`src/rtl/alu_seq_n.sv`:
```
// Registered, width-parametrised ALU with a start/busy/done handshake.
// Single-cycle arithmetic/logic ops plus a W-iteration unsigned shift-add multiply.
module alu_seq_n #(
  parameter int unsigned W = 4
) (
  input  logic         clk,
  input  logic         reset,
  input  logic         start,
  input  logic [2:0]   Op,
  input  logic [W-1:0] A,
  input  logic [W-1:0] B,
  input  logic         c_in,
  output logic [W-1:0] R,
  output logic         zero,
  output logic         carry,
  output logic         sign,
  output logic         ovf,
  output logic         busy,
  output logic         done
);

  localparam int unsigned CW = $clog2(W + 1);

  typedef enum logic {IDLE, MUL} state_t;

  typedef enum logic [2:0] {
    OP_ADD  = 3'b000,
    OP_SUB  = 3'b001,
    OP_AND  = 3'b010,
    OP_OR   = 3'b011,
    OP_XOR  = 3'b100,
    OP_NOT  = 3'b101,
    OP_MUL  = 3'b110,
    OP_PASS = 3'b111
  } op_t;

  state_t          state, state_n;
  logic [2*W-1:0]  mcand, mcand_n;
  logic [2*W-1:0]  acc, acc_n, acc_add;
  logic [W-1:0]    mplier, mplier_n;
  logic [CW-1:0]   cnt, cnt_n;
  logic [W-1:0]    r_n;
  logic            carry_n, ovf_n, done_n;
  logic [W:0]      sum, diff;

  // zero and sign are pure functions of the registered result
  assign zero = (R == '0);
  assign sign = R[W-1];
  assign busy = (state == MUL);

  always_comb begin
    state_n  = state;
    mcand_n  = mcand;
    mplier_n = mplier;
    acc_n    = acc;
    cnt_n    = cnt;
    r_n      = R;
    carry_n  = carry;
    ovf_n    = ovf;
    done_n   = 1'b0;

    sum     = {1'b0, A} + {1'b0, B} + {{W{1'b0}}, c_in};
    diff    = {1'b0, A} + {1'b0, ~B} + {{W{1'b0}}, 1'b1};
    acc_add = acc + (mplier[0] ? mcand : '0);

    case (state)
      IDLE: begin
        if (start) begin
          if (Op == OP_MUL) begin
            mcand_n  = {{W{1'b0}}, A};
            mplier_n = B;
            acc_n    = '0;
            cnt_n    = CW'(W);
            state_n  = MUL;
          end else begin
            done_n  = 1'b1;
            carry_n = 1'b0;
            ovf_n   = 1'b0;
            case (Op)
              OP_ADD: begin
                r_n     = sum[W-1:0];
                carry_n = sum[W];
                ovf_n   = (A[W-1] == B[W-1]) && (sum[W-1] != A[W-1]);
              end
              OP_SUB: begin
                r_n     = diff[W-1:0];
                carry_n = diff[W];
                ovf_n   = (A[W-1] != B[W-1]) && (diff[W-1] != A[W-1]);
              end
              OP_AND:  r_n = A & B;
              OP_OR:   r_n = A | B;
              OP_XOR:  r_n = A ^ B;
              OP_NOT:  r_n = ~A;
              default: r_n = B;
            endcase
          end
        end
      end
      MUL: begin
        mcand_n  = mcand << 1;
        mplier_n = mplier >> 1;
        acc_n    = acc_add;
        cnt_n    = cnt - CW'(1);
        // last iteration: publish the product formed on this same edge
        if (cnt == CW'(1)) begin
          r_n     = acc_add[W-1:0];
          carry_n = |acc_add[2*W-1:W];
          ovf_n   = 1'b0;
          done_n  = 1'b1;
          state_n = IDLE;
        end
      end
      default: state_n = IDLE;
    endcase
  end

  always_ff @(posedge clk) begin
    if (reset) begin
      state  <= IDLE;
      mcand  <= '0;
      mplier <= '0;
      acc    <= '0;
      cnt    <= '0;
      R      <= '0;
      carry  <= 1'b0;
      ovf    <= 1'b0;
      done   <= 1'b0;
    end else begin
      state  <= state_n;
      mcand  <= mcand_n;
      mplier <= mplier_n;
      acc    <= acc_n;
      cnt    <= cnt_n;
      R      <= r_n;
      carry  <= carry_n;
      ovf    <= ovf_n;
      done   <= done_n;
    end
  end

endmodule

```
`config.mk`:
```
export PLATFORM = sky130hd
export DESIGN_NAME = alu_seq_n
export DESIGN_NICKNAME = d
export VERILOG_FILES = /design/src/rtl/alu_seq_n.sv
export SDC_FILE = /design/constraint.sdc
export NUM_CORES = 1
export LEC_CHECK = 0
export ABC_AREA = 1
export CORE_MARGIN = 4
export CORE_UTILIZATION = 57
export CTS_CLUSTER_SIZE = 10
export DETAILED_ROUTE_END_ITERATION = 6
export GPL_ROUTABILITY_DRIVEN = 0
export HOLD_SLACK_MARGIN = 0.03
export PLACE_DENSITY = 0.76
export SLEW_MARGIN = 20
export SYNTH_ARGS = -nofsm -noshare
export SYNTH_HDL_FRONTEND = slang
export SYNTH_SLANG_ARGS = --single-unit
```
`constraint.sdc`:
```
create_clock -name clk -period 2.4 [get_ports clk]
set_input_delay 0.48 -clock clk [delete_from_list [all_inputs] [get_ports clk]]
set_output_delay 0.48 -clock clk [all_outputs]
set_load 0.01 [all_outputs]
```
# [Word level (Yosys, flattened, before mapping)]
# Cells that the tools add are included.
[word_totals] reg_bits=31 in_bits=15 out_inout_bits=10 wordCells=79
[classes] addsub=6 eq_ne=15 n_mux=36 bitwise=6 n_reduce_logical=7
[op_table] op="8-bit 2-to-1 mux" count=5
[op_table] op="8-bit one-hot mux with 2 select lines" count=2
[op_table] op="4-bit one-hot mux with 6 select lines" count=1
[op_table] op="4-bit 2-to-1 mux" count=5
[op_table] op="4-bit one-hot mux with 2 select lines" count=2
[op_table] op="1-bit 2-to-1 mux" count=12
[op_table] op="1-bit one-hot mux with 2 select lines" count=6
[op_table] op="4-bit by 4-bit adder with 5-bit output" count=2
[op_table] op="3-bit == test (second input constant)" count=3
[op_table] op="8-bit adder" count=1
[op_table] op="4-bit inverter" count=2
[op_table] op="3-bit by 1-bit == test with 1-bit output (second input constant)" count=2
[op_table] op="3-bit by 2-bit == test with 1-bit output (second input constant)" count=2
[op_table] op="3-bit 2-to-1 mux" count=2
[op_table] op="2-bit inequality test (second input constant)" count=3
[op_table] op="3-bit one-hot mux with 2 select lines" count=1
[op_table] op="5-bit by 1-bit adder with 5-bit output" count=1
[op_table] op="5-bit by 1-bit adder with 5-bit output (second input constant)" count=1
[op_table] op="4-bit AND" count=1
[op_table] op="4-bit logical NOT" count=1
[op_table] op="4-bit bitwise OR" count=1
[op_table] op="4-bit OR reduction" count=1
[op_table] op="4-bit XOR" count=1
[op_table] op="3-bit logical NOT" count=1
[op_table] op="other kinds (8)" count=11

# [Depth between registers and ports, before layout]
[depth] depth_word=9 ltp_mapped=14 mapped_depth_nobuf=13

# [Worst setup path before layout]
# Ideal clock, no wire load.
[synth_timing] path_kind="input to register" startpoint="in A[0]" endpoint="reg R[2]" setup_ps=70 arrival_time_ps=1809 required_ps=2330 setup_slack_ps=522 cell_stages=8 n_path_buf=0 path_cell_list="fa_1 fa_1 nand2_1 nor3b_1 nor2_1 nand3_1 nand2_1 a21oi_1"
[synth_between] elab_chain_cells=6 word_cells_on_any_way=8 classes_between="add/sub: 4; mux: 4"
[synth_rtl] element="from (decl)" line_no="10" source="input logic [W-1:0] A,"
[synth_rtl] element="4-bit by 4-bit adder with 5-bit output, on equally long branches" line_no="63, 62"
[synth_rtl] element="5-bit by 1-bit adder with 5-bit output, on equally long branches" line_no="63, 62"
[synth_rtl] element="4-bit one-hot mux with 6 select lines *" line_no="79" source="case (Op)"
[synth_rtl] element="4-bit 2-to-1 mux *" line_no="69" source="if (Op == OP_MUL) begin"
[synth_rtl] element="4-bit 2-to-1 mux *" line_no="68" source="if (start) begin"
[synth_rtl] element="4-bit one-hot mux with 2 select lines *" line_no="66" source="case (state)"
[synth_rtl] element="to (signal assigned)" line_no="134" source="R <= r_n;"
[synth_rtl] element="to (decl)" line_no="13" source="output logic [W-1:0] R,"
# Every way passes the cells marked *; elsewhere a longest branch is shown, timed or not. The select of a mux whose other input is x is not followed.
# A chain may end at the register's enable or synchronous reset.

# [Worst setup path in the final report]
# Ends and elaborated chain as after synthesis.

==> summary.txt <==
clock skew -> 0.00556 ns
slowest stage delay, CP -> 0.49 ns
Die Ht -> 72.1 um
post-CTS sizing -> 0
Tot GR Track Use -> 23.3%
Min Hold Slack -> 0.467 ns
Clock Tree Buf Depth -> 2
critical path arrival -> 2.47 ns
Starting DRT DRC Count -> 131
clk sinks -> 31
largest net degree at the start of global routing -> 23
Post-CTS Setup Repair Bufs -> 0
layout cells sized above 1 -> 10.4%
MaxCap Viol Count -> 0
DRC Markers -> 0
Setup Crit Path Kind -> input port to flop
worst r2r dst -> carry$_SDFFE_PP0P_
RSZ-0062 raised after global routing -> no
Worst path slowest cell -> fa_1
crit end category -> flop
row cnt -> 23
sequential share of the synthesized area -> 26.5%
Multi-input gate area -> 1440 um2
Vias -> 2278
fin worst setup slack -> 0.144 ns
leakage -> 1.34 nW
R2R Setup Slk -> 0.37 ns
Primary FF master, synth -> dfxtp_1
Synth Net Count -> 390
period utilization -> 94.0%
Hold Buf Count CTS -> 0
FF-to-FF path depth -> 11
fin crit period -> 2.26 ns
dpl hpwl -> 4.34 mm
# fillers -> 379
vias in the first global route -> 2208
# diodes -> 0
Worst setup SP type -> input port
CTS H-tree lvls -> 2
status -> finished clean
flops & latches, synth -> 31
CORE AREA -> 3970 um2
Clock Latency Late Sink -> 0.28 ns
Mapped Cells -> 350
die area -> 5190 um2
Synth warnings -> 0
drt total wl -> 5.56 mm
Post-synth EDFFs -> 0
# IOs -> 25
CTS tree -> done
Sequential Area -> 621 um2
slew margin rel. -> 71.5%
Reg clk slew, reported paths -> 0.07 ns
Routed Antenna Nets -> 0
final core occ -> 70.0%
mean post-synth cell area -> 6.68 um2
CTS root buffer -> clkbuf_8
post-synth cell types -> 34
most common cell in the netlist -> nand2_1
leading post-synthesis cells by instance count -> nand2_1 (109), inv_1 (46), dfxtp_1 (31)
Area growth syn-to-layout -> 18.8%
FFs w/ async S/R, synth -> 0%
Initial Util -> 58.9%
synth top area cells -> dfxtp_1 (27%), nand2_1 (17%), ha_1 (11%), inv_1 (7.4%), a21oi_1 (6.2%)
WHS Path Cells -> 2
R2R Path Start -> mplier[0]$_SDFFE_PP0P_
Data required, critical path -> 2.62 ns
TritonCTS Buffers -> 5
die width -> 72.1 um
Final #Nets -> 424
count of endpoints failing setup in the final report -> 0
Hold Fails Final Rpt -> 0
crit-path max FO -> 4
HP Class -> flop to flop
worst vdd ir -> 0.299 mV
first-pass GRT wire length -> 9.64 mm
Post-Place Worst Slack -> -0.125 ns
slew at the pin closest to its max-slew limit -> 0.426 ns
FMAX -> 0.443 GHz
top-area cell type share of the netlist area -> 26.5%
fin. max-slew vios -> 0
I/O Buffers -> 24
vias per cell -> 5.24
critical-path cell list -> clkdlybuf4s50_1 -> fa_1 -> fa_1 -> nand2_1 -> nor3b_1 -> nor2_1 -> nand3_1 -> nand2_1 -> a21oi_1
WL/cell -> 12.8 um
leading area contributor after synthesis -> dfxtp_1
first drt pass iteration count -> 4
Hold Crit Endpoint -> mcand[7]$_SDFFE_PP0P_
pwr dens -> 485 nW/um2
gr ovfl total -> 0
Hold Crit Start -> mcand[7]$_SDFFE_PP0P_
initial antenna violation count -> 0
synthesized area -> 2340 um2
-- worst max path at each step --
stage | start | cells after the start | endpoint
2_1_floorplan | A[0] | 8 | R[2]$_SDFFE_PP0P_
3_3_place_gp | A[0] | 9 | R[2]$_SDFFE_PP0P_
3_5_place_dp | A[0] | 9 | R[2]$_SDFFE_PP0P_
4_1_cts | A[0] | 9 | R[2]$_SDFFE_PP0P_
5_1_grt | A[0] | 9 | carry$_SDFFE_PP0P_
6_report | A[0] | 9 | R[2]$_SDFFE_PP0P_
-- flip-flops by register name, summed over array words and instances (netlist names) --
| name | flops |
|---|---|
| acc | 8 |
| mcand | 8 |
| done | 1 |
| ovf | 1 |
| cnt | 3 |
| busy | 1 |
| mplier | 4 |
| carry | 1 |
| R | 4 |
-- layer usage --
layer | track usage, % | wire (um)
met1 | 30.6 | 2600
met2 | 38.0 | 2470
met3 | 4.43 | 391
met4 | 8.56 | 99
met5 | 0 | 0
-- power breakdown --
group / switching (W) / internal (W) / total [W]
Clock: 0.000199 / 0.000336 / 0.000535
Sequential: 0.0000133 / 0.000530 / 0.000543
Combinational: 0.000153 / 0.000117 / 0.000270
-- cell usage in the layout (no fill, tap or decap), types with 2 or more instances in the layout --
| master | instances |
|---|---|
| o22ai_1 | 3 |
| nand3_1 | 18 |
| clkbuf_8 | 6 |
| a21oi_1 | 29 |
| fa_1 | 4 |
| a31oi_1 | 8 |
| inv_2 | 5 |
| nor2_1 | 27 |
| nand3_2 | 2 |
| nand2_2 | 4 |
| ha_1 | 21 |
| dfxtp_1 | 31 |
| nand2_1 | 109 |
| o21ai_0 | 10 |
| nand3b_1 | 3 |
| inv_1 | 46 |
| buf_4 | 14 |
| clkdlybuf4s50_1 | 24 |
| nand4_1 | 5 |
| a21oi_2 | 2 |
-- critical path, delay by kind of cell --
| family | cells | cell delay (ns) |
|---|---|---|
| fa+ha+maj | 2 | 0.91 |
| simple gates | 5 | 0.50 |
| buf+inv | 1 | 0.48 |
| compound gates | 1 | 0.11 |
-- area by class of cell --
class / count / area share (%)
Clock buffer: 6 / 2.97
Timing Repair Buffer: 38 / 12.4
Multi-Input combinational cell: 257 / 51.9
Tap cell: 50 / 2.25
Clock inverter: 2 / 1.26
Inverter: 51 / 6.89
Sequential cell: 31 / 22.3
-- logic make-up (layout without fill, tap and decap cells) --
kind of cell,count (synthesis),after routing,share of synthesized area [%]
AND/OR/NAND/NOR,175,175,32.9
buffers and inverters,62,97,11.9
AO/OA/AOI/OAI,56,56,13.6
flip-flops,31,31,26.5
adder cells (fa/ha/maj),25,25,14.7
XOR/XNOR,1,1,0.374
-- metrics by stage --
stage | total power [W] | setup TNS, ns | instances | cell area, um2
finish | 0.00135 | 0 | 435 | 2780
detailed placement | 0.000823 | -0.304 | 427 | 2660
floorplan | 0.000711 | 0 | 350 | 2340
CTS | 0.00135 | 0 | 435 | 2780
global route | 0.00142 | 0 | 435 | 2780
global placement | 0.000818 | -0.178 | 427 | 2660
No activity file was read; power rests on OpenSTA's default activity.
